$ cat src/rtl/autoseller_pkg.sv
// autoseller_pkg: shared state encoding and defaults for the autoseller front-end.
// Rev 1.0
`default_nettype none

package autoseller_pkg;

  typedef enum logic [1:0] {
    IDLE     = 2'd0,
    ISSUE    = 2'd1,
    WAIT_RSP = 2'd2,
    RESP     = 2'd3
  } state_t;

  localparam int DEF_MONEY_W  = 6;
  localparam int DEF_TYPE_W   = 2;
  localparam int REFUND_DRINK = 0;

endpackage

`default_nettype wire

$ cat src/rtl/autoseller_rr_arbiter.sv
// rr_arbiter: combinational round-robin pick, scanning ptr, ptr+1, ... mod N_REQ.
// Rev 1.0
`default_nettype none

module rr_arbiter #(
  parameter int N_REQ = 4,
  localparam int IW = $clog2(N_REQ)
) (
  input  logic [N_REQ-1:0] req,
  input  logic [IW-1:0]    ptr,
  output logic [N_REQ-1:0] grant,
  output logic [IW-1:0]    idx,
  output logic             any
);

  logic [2*N_REQ-1:0] dbl;
  logic [N_REQ-1:0]   rot;
  logic [IW:0]        sum;

  // Rotate so bit 0 of rot is the slot at ptr; first set bit of rot wins.
  assign dbl = {req, req};
  assign rot = N_REQ'(dbl >> ptr);

  always_comb begin
    any   = 1'b0;
    sum   = '0;
    idx   = '0;
    grant = '0;
    for (int k = 0; k < N_REQ; k++) begin
      if (!any && rot[k]) begin
        any = 1'b1;
        sum = {1'b0, ptr} + (IW+1)'(k);
      end
    end
    if (sum >= (IW+1)'(N_REQ)) begin
      sum = sum - (IW+1)'(N_REQ);
    end
    idx = IW'(sum);
    if (any) begin
      grant = N_REQ'(1) << idx;
    end
  end

endmodule

`default_nettype wire

$ cat src/rtl/autoseller_arbiter.sv
// autoseller_arbiter: shares one autoseller among N_REQ coin slots, with timeout refund.
// Rev 1.0
`default_nettype none

module autoseller_arbiter
  import autoseller_pkg::*;
#(
  parameter int N_REQ   = 4,
  parameter int MONEY_W = DEF_MONEY_W,
  parameter int TYPE_W  = DEF_TYPE_W,
  parameter int TIMEOUT = 32
) (
  input  logic                       clk,
  input  logic                       reset,
  input  logic [N_REQ-1:0]           req_i,
  input  logic [N_REQ*MONEY_W-1:0]   money_i,
  input  logic [N_REQ*TYPE_W-1:0]    type_i,
  output logic [N_REQ-1:0]           accept_o,
  output logic [N_REQ-1:0]           done_o,
  output logic [MONEY_W-1:0]         change_o,
  output logic [TYPE_W-1:0]          drink_o,
  output logic                       err_o,
  output logic                       busy_o,
  input  logic                       seller_ready_i,
  output logic                       seller_enable_o,
  output logic [MONEY_W-1:0]         seller_money_o,
  output logic [TYPE_W-1:0]          seller_type_o,
  input  logic                       seller_valid_i,
  input  logic [MONEY_W-1:0]         seller_change_i,
  input  logic [TYPE_W-1:0]          seller_drink_i
);

  localparam int IW = $clog2(N_REQ);
  localparam int TMW = $clog2(TIMEOUT+1);

  state_t             state, state_nxt;
  logic [IW-1:0]      ptr, ptr_nxt;
  logic [IW-1:0]      gidx, gidx_nxt;
  logic [MONEY_W-1:0] lat_money, lat_money_nxt;
  logic [TYPE_W-1:0]  lat_type, lat_type_nxt;
  logic [TMW-1:0]     timer, timer_nxt;

  logic [N_REQ-1:0]   accept_nxt, done_nxt;
  logic [MONEY_W-1:0] change_nxt, smoney_nxt;
  logic [TYPE_W-1:0]  drink_nxt, stype_nxt;
  logic               err_nxt, busy_nxt, enable_nxt;

  logic [N_REQ-1:0]   arb_grant;
  logic [IW-1:0]      arb_idx;
  logic               arb_any;

  rr_arbiter #(.N_REQ(N_REQ)) u_rr (
    .req   (req_i),
    .ptr   (ptr),
    .grant (arb_grant),
    .idx   (arb_idx),
    .any   (arb_any)
  );

  always_ff @(posedge clk or posedge reset) begin
    if (reset) begin
      state           <= IDLE;
      ptr             <= '0;
      gidx            <= '0;
      lat_money       <= '0;
      lat_type        <= '0;
      timer           <= '0;
      accept_o        <= '0;
      done_o          <= '0;
      change_o        <= '0;
      drink_o         <= '0;
      err_o           <= 1'b0;
      busy_o          <= 1'b0;
      seller_enable_o <= 1'b0;
      seller_money_o  <= '0;
      seller_type_o   <= '0;
    end else begin
      state           <= state_nxt;
      ptr             <= ptr_nxt;
      gidx            <= gidx_nxt;
      lat_money       <= lat_money_nxt;
      lat_type        <= lat_type_nxt;
      timer           <= timer_nxt;
      accept_o        <= accept_nxt;
      done_o          <= done_nxt;
      change_o        <= change_nxt;
      drink_o         <= drink_nxt;
      err_o           <= err_nxt;
      busy_o          <= busy_nxt;
      seller_enable_o <= enable_nxt;
      seller_money_o  <= smoney_nxt;
      seller_type_o   <= stype_nxt;
    end
  end

  // Every output is a one-cycle pulse or a value qualified by one, so all default to 0.
  always_comb begin
    state_nxt     = state;
    ptr_nxt       = ptr;
    gidx_nxt      = gidx;
    lat_money_nxt = lat_money;
    lat_type_nxt  = lat_type;
    timer_nxt     = timer;
    accept_nxt    = '0;
    done_nxt      = '0;
    change_nxt    = '0;
    drink_nxt     = '0;
    err_nxt       = 1'b0;
    enable_nxt    = 1'b0;
    smoney_nxt    = '0;
    stype_nxt     = '0;
    case (state)
      IDLE: begin
        if (arb_any) begin
          accept_nxt    = arb_grant;
          gidx_nxt      = arb_idx;
          lat_money_nxt = money_i[arb_idx*MONEY_W +: MONEY_W];
          lat_type_nxt  = type_i[arb_idx*TYPE_W +: TYPE_W];
          state_nxt     = ISSUE;
        end
      end
      ISSUE: begin
        if (seller_ready_i) begin
          enable_nxt = 1'b1;
          smoney_nxt = lat_money;
          stype_nxt  = lat_type;
          timer_nxt  = '0;
          state_nxt  = WAIT_RSP;
        end
      end
      WAIT_RSP: begin
        timer_nxt = timer + 1'b1;
        // A response on the timeout edge still wins over the refund.
        if (seller_valid_i) begin
          done_nxt   = N_REQ'(1) << gidx;
          change_nxt = seller_change_i;
          drink_nxt  = seller_drink_i;
          state_nxt  = RESP;
        end else if (timer == TMW'(TIMEOUT-1)) begin
          done_nxt   = N_REQ'(1) << gidx;
          change_nxt = lat_money;
          drink_nxt  = TYPE_W'(REFUND_DRINK);
          err_nxt    = 1'b1;
          state_nxt  = RESP;
        end
      end
      RESP: begin
        ptr_nxt   = (gidx == IW'(N_REQ-1)) ? '0 : gidx + 1'b1;
        state_nxt = IDLE;
      end
      default: state_nxt = IDLE;
    endcase
    busy_nxt = (state_nxt != IDLE);
  end

endmodule

`default_nettype wire

$ cat config.mk
export PLATFORM = sky130hd
export DESIGN_NAME = autoseller_arbiter
export DESIGN_NICKNAME = d
export VERILOG_FILES = /design/src/rtl/autoseller_pkg.sv /design/src/rtl/autoseller_rr_arbiter.sv /design/src/rtl/autoseller_arbiter.sv
export SDC_FILE = /design/constraint.sdc
export NUM_CORES = 1
export LEC_CHECK = 0
export BUFFER_PORTS_ARGS = -buffer_cell sky130_fd_sc_hd__buf_2
export CORE_MARGIN = 4
export CORE_UTILIZATION = 49
export DETAILED_ROUTE_END_ITERATION = 12
export PLACE_DENSITY = 0.79
export SLEW_MARGIN = 20
export SYNTH_ARGS = -nofsm -noshare
export SYNTH_HDL_FRONTEND = slang
export SYNTH_SLANG_ARGS = --single-unit
$ cat constraint.sdc
create_clock -name clk -period 2 [get_ports clk]
set_input_delay 0.4 -clock clk [delete_from_list [all_inputs] [get_ports clk]]
set_output_delay 0.4 -clock clk [all_outputs]
set_load 0.02 [all_outputs]
* Word-level counts from Yosys, hierarchy flattened
Cells that the tools add are included.
Word-level totals: register bits after elaboration 47, input bits 48, output and inout port bits 27
Cells by class: reduce and logical (&&, ||, !) cells 11, shift-type cells 5, magnitude comparators 1, mux-type cells 36, equal/unequal tests 6, add/subtract/negate cells 6, multipliers 1
Operator list (count):
- $mux 6 | 6
- $shiftx 24x6->6 | 1
- $mux 2 | 11
- $mux 4 | 5
- $pmux 6 s2 | 1
- $mux 1 | 9
- $mux 3 | 3
- $pmux 2 s4 | 1
- $shiftx 8x4->2 | 1
- $shl 1x2->4 const A | 2
- $shr 8x2->4 | 1
- $add 2x2->3 const B | 2
- $add 6x1->6 const B | 1
- $eq 2x2->1 const B | 3
- $eq 6x5->1 const B | 1
- $mul 2x2->4 const B | 1
- $reduce_and 2->1 | 2
- $reduce_bool 2->1 | 2
- $add 2x1->3 const B | 1
- $ge 3x3->1 const B | 1
- $logic_and 1x1->1 | 3
- $logic_not 1->1 | 3
- $add 2x1->2 const B | 1
- $eq 2x1->1 const B | 1
- other kinds (3) | 3

* Longest topological paths before layout
Gate-level depths: netlist of run 1.
depth in word-level cells 16, gate-level depth with buffers 7

* Hierarchy
A second synthesis of run 1 with hierarchy kept.
Unflattened totals: cell total of the unflattened synthesis 195, area, all modules 2228.4 um^2
By module, submodules not included:
- autoseller_arbiter | cells an instance 163, area an instance 2045.7 um^2, instances 1
- rr_arbiter | cells an instance 32, area an instance 182.7 um^2, instances 1

* Worst setup path before layout of run 1
No wires, ideal clock.
kind register -> register, start point reg ptr[1], end point reg lat_money[2], buffers on the path 2, data arrival time 1.630 ns, library setup time 0.143 ns, data required time 1.857 ns, cell stages (with the launch flop) 8, slack 0.227 ns, cell sequence dfrtp_1 -> mux2i_1 -> nor2_2 -> or3_1 -> buf_6 -> buf_8 -> a211oi_1 -> a211oi_1
Between the ends: word-level cells in the longest chain between the ends 15, elaborated cells on any way between the ends 24, those cells by class 4 x add/sub; 1 x mul; 1 x order compare; 2 x shift; 9 x mux; 7 x reduce/logical
RTL lines:
- start, declared | line autoseller_arbiter.sv:37 | logic [IW-1:0] ptr, ptr_nxt;
- start signal, assigned | line autoseller_arbiter.sv:79 | ptr <= ptr_nxt;
- $shr 8x2->4 | line autoseller_rr_arbiter.sv:22 | assign rot = N_REQ'(dbl >> ptr);
- $mux 1 | line autoseller_rr_arbiter.sv:30 | if (!any && rot[k]) begin
- $logic_not 1->1 | line autoseller_rr_arbiter.sv:30
- $logic_and 1x1->1 | line autoseller_rr_arbiter.sv:30
- $mux 1 | line autoseller_rr_arbiter.sv:30
- $logic_not 1->1 | line autoseller_rr_arbiter.sv:30
- $logic_and 1x1->1 | line autoseller_rr_arbiter.sv:30
- $mux 1 | line autoseller_rr_arbiter.sv:30
- $logic_not 1->1 | line autoseller_rr_arbiter.sv:30
- $logic_and 1x1->1 | line autoseller_rr_arbiter.sv:30
- $mux 3 | line autoseller_rr_arbiter.sv:30
- $ge 3x3->1 / $sub 2x1->2 (equally long branches) | line autoseller_rr_arbiter.sv:35, autoseller_rr_arbiter.sv:36
- $mux 2 | line autoseller_rr_arbiter.sv:35 | if (sum >= (IW+1)'(N_REQ)) begin
- $mul 2x2->4 | line autoseller_arbiter.sv:117 | lat_money_nxt = money_i[arb_idx*MONEY_W +: MONEY_W];
- $shiftx 24x6->6 | line autoseller_arbiter.sv:117
- end signal, assigned | line autoseller_arbiter.sv:81 | lat_money <= lat_money_nxt;
- end, declared | line autoseller_arbiter.sv:39 | logic [MONEY_W-1:0] lat_money, lat_money_nxt;
Several ways; a longest one is shown, not always the timed one. A chain may end at the register's enable or synchronous reset.

* Worst setup path in the final report of run 1
start point reg ptr[1], end point reg lat_money[3]
The elaborated chain is that of the path after synthesis.

==> results of run 1 <==
layout make-up:
class,instances,area share [%]
inverters,5,0.683
multi-input cells,133,33.0
clock inverters,2,2.19
well taps,50,2.28
repair buffers,83,16.4
flip-flops and latches,47,42.8
clock buffers,6,2.64
registers in the layout, indices dropped and copies added, names as in the netlist, 4 cells and up:
register	count
change_o	6
lat_money	6
seller_money_o	6
timer	6
accept_o	4
done_o	4
worst max-delay path, delay by kind of cell, from the launching register on:
family          cells  cell delay [ns]
mux                 1             0.28
compound gates      2             0.36
buf+inv             1             0.18
simple gates        2             0.47
flops               1             0.42
stage by stage:
stage                     cells  worst slack, ns  instance area, sq um  utilization [%]
final                       326            0.143                  2750             66.7
after global routing        326           0.0204                  2750             66.7
after CTS                   326            0.148                  2750             66.7
after detailed placement    318           0.0999                  2610             63.5
after global placement      318            0.179                  2610             63.5
after floorplan             192            0.227                  2150                -
layout by cell type, fill, tap and decap left out, types with 2 or more instances in the layout:
| cell | instances |
|---|---|
| buf_2 | 74 |
| dfrtp_1 | 47 |
| nor2_1 | 17 |
| and2_1 | 14 |
| a211oi_1 | 14 |
| nand2_1 | 12 |
| mux2i_1 | 9 |
| o21ai_0 | 9 |
| buf_4 | 8 |
| nor4b_1 | 7 |
| a22o_1 | 6 |
| nand2b_1 | 5 |
| ha_1 | 5 |
| clkbuf_8 | 5 |
| inv_1 | 4 |
| or3_1 | 3 |
| a21oi_1 | 3 |
| nor3_1 | 3 |
| nand3_1 | 3 |
| nor2_2 | 2 |
| o31ai_1 | 2 |
| and3_1 | 2 |
| o22ai_1 | 2 |
| bufinv_16 | 2 |
path summary, 6_finish.rpt:
check / to / start
setup / recovery: lat_money[3]$_DFFE_PP0P_ / ptr[1]$_DFFE_PP0N_
hold / removal: state[1]$_DFF_PP0_ / reset
setup reg to reg: lat_money[3]$_DFFE_PP0P_ / ptr[1]$_DFFE_PP0N_
hold reg to reg: seller_type_o[0]$_DFF_PP0_ / lat_type[0]$_DFFE_PP0P_
max in group asynchronous: seller_money_o[0]$_DFF_PP0_ / reset
min in group clk: change_o[5]$_DFF_PP0_ / seller_change_i[5]
cells by family (layout without fill, tap and decap cells):
| family | Yosys count | after routing | synth area share [%] |
|---|---|---|---|
| xor gates and xnor gates | 1 | 1 | 0.407 |
| muxes | 10 | 10 | 4.70 |
| AOI/OAI and AO/OA | 41 | 41 | 14.2 |
| DFF | 47 | 47 | 54.6 |
| buffers and inverters | 12 | 96 | 3.37 |
| and+or+nand+nor | 76 | 76 | 19.8 |
| adders and majority gates | 5 | 5 | 2.90 |
power groups by stage:
| stage | Combinational, uW | Sequential (uW) | Clock, uW |
|---|---|---|---|
| 5_1_grt | 1450 | 1420 | 861 |
| 2_1_floorplan | 824 | 1490 | 0 |
| 3_3_place_gp | 1270 | 1400 | 0 |
| 3_5_place_dp | 1310 | 1410 | 0 |
| 4_1_cts | 1320 | 1390 | 822 |
| 6_report | 1310 | 1380 | 812 |
routing by layer:
metal / track usage [%] / share of wire, %
met1: 23.3 / 42
met2: 30.4 / 50
met3: 4.86 / 6.7
met4: 7.11 / 1.8
met5: 0 / 0
==> impl_metrics.csv, run 1 <==
group,metric,value,unit
run_status,status,"complete, no violations",
yosys,synth_top_cell_area_share,54.6,%
sta,hold-worst-slack,0.228,ns
clock_network,numCtsBuffers,5,
final_layout,multi_input_area,906,sq um
global_route,grt_pass1_wl,7.64,mm
yosys,yosysMostFrequentCell,"dfrtp_1",
critical_path,rrSetupSlack,0.14,ns
yosys,yosysWarnings,0,
sta,setup_viol,0,
critical_path,critPathCaptureType,"flop",
yosys,synthCells,192,
detailed_routing,vias,1719,
clock_network,clockBufferDepth,2,
floorplan,core,4120,sq um
detailed_routing,ant_nets,0,
clock_network,tritoncts,"done",
clock_network,root_buffer,"clkbuf_8",
global_route,grt_pass1_vias,1677,
sta,worst_slew_pin_slew,0.566,ns
job,max-cap-violations,0,
sta,min_period,1.86,ns
clock_network,postCtsSetupBuffers,0,
global_route,grt_usage,18.4,%
clock_network,cts.hold.buffers_added,0,
sta,fin_crit_sh,92.9,%
yosys,ys.flop_type,"dfrtp_1",
power_and_ir_drop,power_density,1280,nW/um^2
detailed_routing,firstDrtPassIters,4,
power_and_ir_drop,ir_drop,0.646,mV
floorplan,num_rows,23,
yosys,yosysTopAreaCell,"dfrtp_1",
hold_path,hold_class,"in -> async",
power_and_ir_drop,cellLeakagePower,0.00140,uW
detailed_routing,drt_iter0_drc,99,
yosys,synth_common_cells,"dfrtp_1 (47), nor2_1 (17), a211oi_1 (14), and2_1 (14), nand2_1 (12)",
power_and_ir_drop,p_int,2260,uW
floorplan,pin_count,75,
critical_path,cpPeakStageDelay,0.42,ns
sta,slew_headroom,62.3,%
critical_path,cp.arrival,2.02,ns
floorplan,chipWidth,74.3,um
yosys,async_reset_ff_share,100,%
detailed_routing,drc,0,
critical_path,r2r_cells,6,
yosys,ys_seq_area_share,54.6,%
final_layout,drive_gt1_share,36.6,%
final_layout,nets,328,
power_and_ir_drop,seqPwrFrac,39.5,%
sta,timing.setup.tns,0,ns
yosys,synth_edf_count,0,
power_and_ir_drop,p_sw,1250,uW
critical_path,startpoint_type,"flop",
sta,fin_skew,0.00405,ns
yosys,ys_ff_latch,47,
clock_network,clock-sinks,47,
yosys,avgSynthCellArea,11.2,sq um
yosys,synthTopCellsByArea,"dfrtp_1 (55%), a211oi_1 (4.9%), mux2i_1 (4.2%), and2_1 (4.1%), nor2_1 (3.0%)",
detailed_routing,avgViaCountPerCell,5.27,
yosys,ys_types,39,
critical_path,cp_common_cell,"a211oi_1",
yosys,syn_area,2150,sq um
global_route,grt_remaining_overflow,0,
global_route,grt_max_degree,48,
final_layout,regArea,1180,sq um
sta,rsz0062_at_grt,"false",
floorplan,fp.dieH,74.3,um
clock_network,ctsResizeCount,0,
global_route,antenna_found_initial,0,
power_and_ir_drop,clkPwrFrac,23.2,%
critical_path,cp_max_fo,19,
critical_path,cpMaxStageDelayCell,"dfrtp_1",
power_and_ir_drop,fin_total_pwr,3510,uW
power_and_ir_drop,comb_power_share,37.4,%
final_layout,antenna_cells,0,
clock_network,clk_pin_slew_worst_paths,0.09,ns
critical_path,cp.required,2.16,ns
final_layout,fill_cells,333,
placement,hpwlAfterDp,3.65,mm
final_layout,areaGrowthSynthToFinish,27.5,%
critical_path,critical_path_class,"reg -> reg",
yosys,synth_fp_nets,245,
sta,hold_viol_final,0,
critical_path,path_cells,"mux2i_1, nor2_2, or3_1, buf_12, a211oi_1, a211oi_1",
floorplan,die_area,5520,sq um
detailed_routing,wirelength,4.88,mm
clock_network,htreeDepth,2,
placement,place.gp.congestion,0.796,
power_and_ir_drop,swShare,35.7,%
detailed_routing,wl_per_cell,15.0,um
placement,io_buffers,74,
sta,max_freq,0.538,GHz
sta,slew_violations,0,
clock_network,clk_latency,0.30,ns
floorplan,initial_core_util,52.4,%
(Power assumes the default switching activity.)
==> run 2: changes to the inputs <==
- CORE_ASPECT_RATIO: unset -> 1.4
==> impl_metrics.csv, run 2 (synthesis gave the netlist of run 1 again) <==
group,metric,value,unit
critical_path,critical_path_class,"reg -> reg",
placement,hpwlAfterDp,3.51,mm
sta,fin_crit_sh,93.4,%
clock_network,root_buffer,"clkbuf_8",
global_route,grt_max_degree,48,
clock_network,numCtsBuffers,5,
global_route,grt_remaining_overflow,0,
sta,rsz0062_at_grt,"false",
floorplan,num_rows,28,
sta,timing.setup.tns,0,ns
sta,worst_slew_pin_slew,0.504,ns
detailed_routing,drc,0,
sta,fin_skew,0.00510,ns
placement,place.gp.congestion,0.773,
placement,dp_slack,0.0832,ns
critical_path,cp.required,2.16,ns
power_and_ir_drop,power_density,1190,nW/um^2
sta,setup_viol,0,
final_layout,antenna_cells,0,
floorplan,core,4240,sq um
critical_path,cp_common_cell,"a211oi_1",
critical_path,crit_buf_inv,1,
detailed_routing,wirelength,4.53,mm
critical_path,cpMaxStageDelayCell,"dfrtp_1",
clock_network,clock-sinks,47,
final_layout,layout_commonest_cell,"buf_2",
final_layout,layout_common_cells,"buf_2 (74), dfrtp_1 (47), nor2_1 (17)",
final_layout,fin_area,2710,sq um
detailed_routing,ant_nets,0,
critical_path,cpPeakStageDelay,0.45,ns
detailed_routing,wl_per_cell,13.6,um
detailed_routing,avgViaCountPerCell,5.18,
critical_path,critPathCaptureType,"flop",
final_layout,post-route-util,63.8,%
floorplan,die_area,5540,sq um
clock_network,tritoncts,"done",
run_status,status,"complete, no violations",
clock_network,clk_latency,0.30,ns
hold_path,hold_class,"in -> async",
clock_network,postCtsSetupBuffers,0,
final_layout,nets,326,
clock_network,clockBufferDepth,2,
final_layout,areaGrowthSynthToFinish,25.6,%
floorplan,pin_count,75,
sta,slew_violations,0,
global_route,grt_pass1_wl,7.58,mm
power_and_ir_drop,ir_drop,0.860,mV
floorplan,initial_core_util,50.8,%
detailed_routing,drt_iter0_drc,58,
critical_path,cp_max_fo,19,
critical_path,worst_path_dominant_cell_family,"flip-flops",
sta,max_freq,0.536,GHz
floorplan,chipWidth,64.0,um
detailed_routing,vias,1731,
critical_path,path_cells,"mux2i_1, nor2_2, or3_1, buf_4, a211oi_1, a211oi_1",
placement,io_buffers,74,
global_route,antenna_found_initial,0,
sta,hold_viol_final,0,
sta,min_period,1.87,ns
clock_network,htreeDepth,2,
sta,setup_slack,0.133,ns
job,max-cap-violations,0,
power_and_ir_drop,cellLeakagePower,0.00137,uW
global_route,grt_pass1_vias,1691,
critical_path,startpoint_type,"flop",
clock_network,clk_pin_slew_worst_paths,0.08,ns
detailed_routing,firstDrtPassIters,4,
power_and_ir_drop,fin_total_pwr,3210,uW
critical_path,cp.arrival,2.03,ns
final_layout,drive_gt1_share,36.9,%
final_layout,fill_cells,362,
placement,place_area,2610,sq um
sta,slew_headroom,66.3,%
global_route,grt_usage,17.5,%
floorplan,fp.dieH,86.5,um
## run 2: path summary, 6_finish.rpt
kind	cells past startpoint	endpoint	startpoint	slack, ns
setup / recovery	6	lat_money[2]$_DFFE_PP0P_	ptr[1]$_DFFE_PP0N_	0.13
hold / removal	3	seller_enable_o$_DFF_PP0_	reset	0.11
max in group asynchronous	3	busy_o$_DFF_PP0_	reset	1.67
setup reg to reg	6	lat_money[2]$_DFFE_PP0P_	ptr[1]$_DFFE_PP0N_	0.13
hold reg to reg	1	seller_type_o[1]$_DFF_PP0_	lat_type[1]$_DFFE_PP0P_	0.49
min in group clk	2	change_o[4]$_DFF_PP0_	seller_change_i[4]	0.32
## run 2: report_power, final
part / internal [uW] / total [uW] / switching [uW]
sequential: 1220 / 1400 / 179
combinational: 513 / 1270 / 757
clock: 243 / 549 / 306
total: 1970 / 3210 / 1240
## run 2: area by class of cell
cell class | instances | area [sq um] | share of cell area [%]
flip-flops and latches | 47 | 1180 | 43.5
multi-input cells | 133 | 911 | 33.7
repair buffers | 81 | 435 | 16.1
well taps | 60 | 75.1 | 2.78
clock buffers | 5 | 68.8 | 2.54
clock inverters | 3 | 20.0 | 0.740
inverters | 5 | 18.8 | 0.694
## run 2: what timing repair did
| action | 4_1_cts | 5_1_grt |
|---|---|---|
| resized for setup | 0 | 2 |
| hold buffers | 0 | 0 |
| endpoints found under the setup margin | 0 | 1 |
## run 2: worst register-to-register path, stage by stage, from the launching register on
cell and delay, ns:
dfrtp_1 0.45, mux2i_1 0.25, nor2_2 0.06, or3_1 0.37, buf_4 0.22, a211oi_1 0.29
a211oi_1 0.08
## run 2: stage by stage
stage | std cells | hold slack [ns]
after floorplan | 192 | 0.436
after global placement | 326 | 0.449
after detailed placement | 326 | 0.453
after CTS | 334 | 0.120
after global routing | 334 | 0.136
final | 334 | 0.112
## run 2: routing by layer
| layer | wire (um) | vias up | GRT usage, % | share of wire (%) |
|---|---|---|---|---|
| met5 | 0 | - | 0 | 0 |
| met4 | 64 | 0 | 6.68 | 1.4 |
| met3 | 237 | 7 | 3.37 | 5.2 |
| met2 | 2430 | 52 | 31.6 | 54 |
| met1 | 1800 | 827 | 20.3 | 40 |
| li1 | - | 845 | - | - |
==> run 3: changes to the inputs <==
- BUFFER_PORTS_ARGS: -buffer_cell sky130_fd_sc_hd__buf_2 -> -buffer_cell sky130_fd_sc_hd__buf_4
==> impl_metrics.csv, run 3 (synthesis gave the netlist of run 1 again) <==
group,metric,value,unit
clock_network,root_buffer,"clkbuf_8",
final_layout,layout_common_cells,"buf_4 (79), dfrtp_1 (46), nor2_1 (17)",
power_and_ir_drop,fin_total_pwr,3290,uW
global_route,grt_pass1_wl,7.91,mm
floorplan,die_area,5540,sq um
critical_path,startpoint_type,"flop",
final_layout,fill_cells,341,
power_and_ir_drop,swShare,37.0,%
critical_path,critical_path_class,"reg -> reg",
clock_network,postCtsSetupBuffers,0,
global_route,grt_remaining_overflow,0,
power_and_ir_drop,comb_power_share,40.5,%
critical_path,cp_max_fo,19,
final_layout,areaGrowthSynthToFinish,33.6,%
clock_network,clockBufferDepth,2,
final_layout,drive_gt1_share,36.4,%
detailed_routing,wl_per_cell,14.3,um
placement,place.gp.congestion,0.829,
power_and_ir_drop,p_int,2080,uW
final_layout,nets,325,
critical_path,worst_path_dominant_cell_family,"simple AND/OR/NAND/NOR gates",
final_layout,regArea,1180,sq um
run_status,status,"complete, no violations",
critical_path,critPathCaptureType,"flop",
power_and_ir_drop,p_sw,1220,uW
sta,fin_skew,0.00392,ns
detailed_routing,drt_iter0_drc,65,
hold_path,hold_class,"in -> async",
sta,max_freq,0.548,GHz
power_and_ir_drop,seqPwrFrac,42.5,%
sta,worst_slew_pin_slew,0.481,ns
sta,timing.setup.tns,0,ns
sta,min_period,1.83,ns
critical_path,cpMaxStageDelayCell,"dfrtp_2",
critical_path,cp_common_cell,"mux2i_1",
final_layout,antenna_cells,0,
floorplan,chipWidth,64.0,um
sta,slew_violations,0,
sta,slew_headroom,67.8,%
sta,rsz0062_at_grt,"false",
detailed_routing,firstDrtPassIters,4,
clock_network,ctsResizeCount,0,
floorplan,pin_count,75,
clock_network,clk_pin_slew_worst_paths,0.08,ns
floorplan,fp.dieH,86.5,um
placement,hpwlAfterDp,3.73,mm
power_and_ir_drop,power_density,1140,nW/um^2
critical_path,cp.arrival,2.02,ns
sta,fin_crit_sh,91.3,%
sta,hold_viol_final,0,
final_layout,multi_input_area,906,sq um
power_and_ir_drop,cellLeakagePower,0.00141,uW
global_route,grt_pass1_vias,1728,
detailed_routing,ant_nets,0,
clock_network,tritoncts,"done",
placement,io_buffers,74,
floorplan,num_rows,28,
clock_network,htreeDepth,2,
final_layout,layout_commonest_cell,"buf_4",
detailed_routing,drc,0,
power_and_ir_drop,clkPwrFrac,17.0,%
critical_path,crit_buf_inv,1,
final_layout,post-route-util,67.9,%
sta,setup_viol,0,
clock_network,clk_latency,0.29,ns
critical_path,cp.required,2.20,ns
power_and_ir_drop,ir_drop,0.661,mV
clock_network,numCtsBuffers,5,
floorplan,core,4240,sq um
detailed_routing,vias,1736,
job,max-cap-violations,0,
clock_network,cts.hold.buffers_added,0,
global_route,grt_usage,18.3,%
detailed_routing,wirelength,4.75,mm
global_route,grt_max_degree,26,
detailed_routing,avgViaCountPerCell,5.23,
critical_path,cpPeakStageDelay,0.41,ns
global_route,antenna_found_initial,0,
floorplan,initial_core_util,50.8,%
clock_network,clock-sinks,47,
critical_path,path_cells,"mux2i_1, nor2_2, or3_1, buf_4, mux2i_1, a211oi_1",
## run 3: final timing paths
| check | slack, ns | startpoint | cells past startpoint | endpoint |
|---|---|---|---|---|
| max in group asynchronous | 1.37 | reset | 3 | ptr[1]$_DFFE_PP0N_ |
| min | 0.12 | reset | 2 | seller_type_o[1]$_DFF_PP0_ |
| min reg2reg | 0.48 | timer[5]$_DFFE_PP0P_ | 1 | timer[5]$_DFFE_PP0P_ |
| max reg2reg | 0.17 | ptr[1]$_DFFE_PP0N_ | 6 | lat_money[4]$_DFFE_PP0P_ |
| min in group clk | 0.31 | seller_valid_i | 2 | err_o$_DFF_PP0_ |
| max | 0.17 | ptr[1]$_DFFE_PP0N_ | 6 | lat_money[4]$_DFFE_PP0P_ |
## run 3: power groups by stage
stage	Sequential [uW]	Combinational, uW	Clock (uW)
2_1_floorplan	1490	824	0
3_3_place_gp	1410	1310	0
3_5_place_dp	1420	1340	0
4_1_cts	1400	1350	573
5_1_grt	1440	1480	615
6_report	1400	1330	561
## run 3: metrics by stage
step | worst slack, ns | hold slack, ns | instance area [sq um] | instances
6_report | 0.174 | 0.120 | 2880 | 332
5_1_grt | 0.0331 | 0.154 | 2880 | 332
4_1_cts | 0.133 | 0.139 | 2880 | 332
3_5_place_dp | 0.0866 | 0.458 | 2790 | 325
3_3_place_gp | 0.145 | 0.455 | 2790 | 325
2_1_floorplan | 0.227 | 0.436 | 2150 | 192
## run 3: routing by layer
layer / GRT usage (%) / vias to the layer above / routed length [um]
li1: - / 841 / -
met1: 21.3 / 829 / 1860
met2: 32.3 / 57 / 2520
met3: 3.89 / 9 / 252
met4: 7.47 / 0 / 116
met5: 0 / - / 0
## run 3: worst reg2reg max path: stages, from the launching register on
cell and delay [ns]:
dfrtp_2 0.41, mux2i_1 0.23, nor2_2 0.11, or3_1 0.37, buf_4 0.22, mux2i_1 0.14, a211oi_1 0.25
## run 3: area by class of cell
type / instances / share of cell area (%)
timing repair buffer: 80 / 21.3
tap: 60 / 2.61
clock buffer: 6 / 2.87
clock inverter: 1 / 0.174
sequential: 47 / 40.9
inverter: 5 / 0.652
multi-input combinational: 133 / 31.5
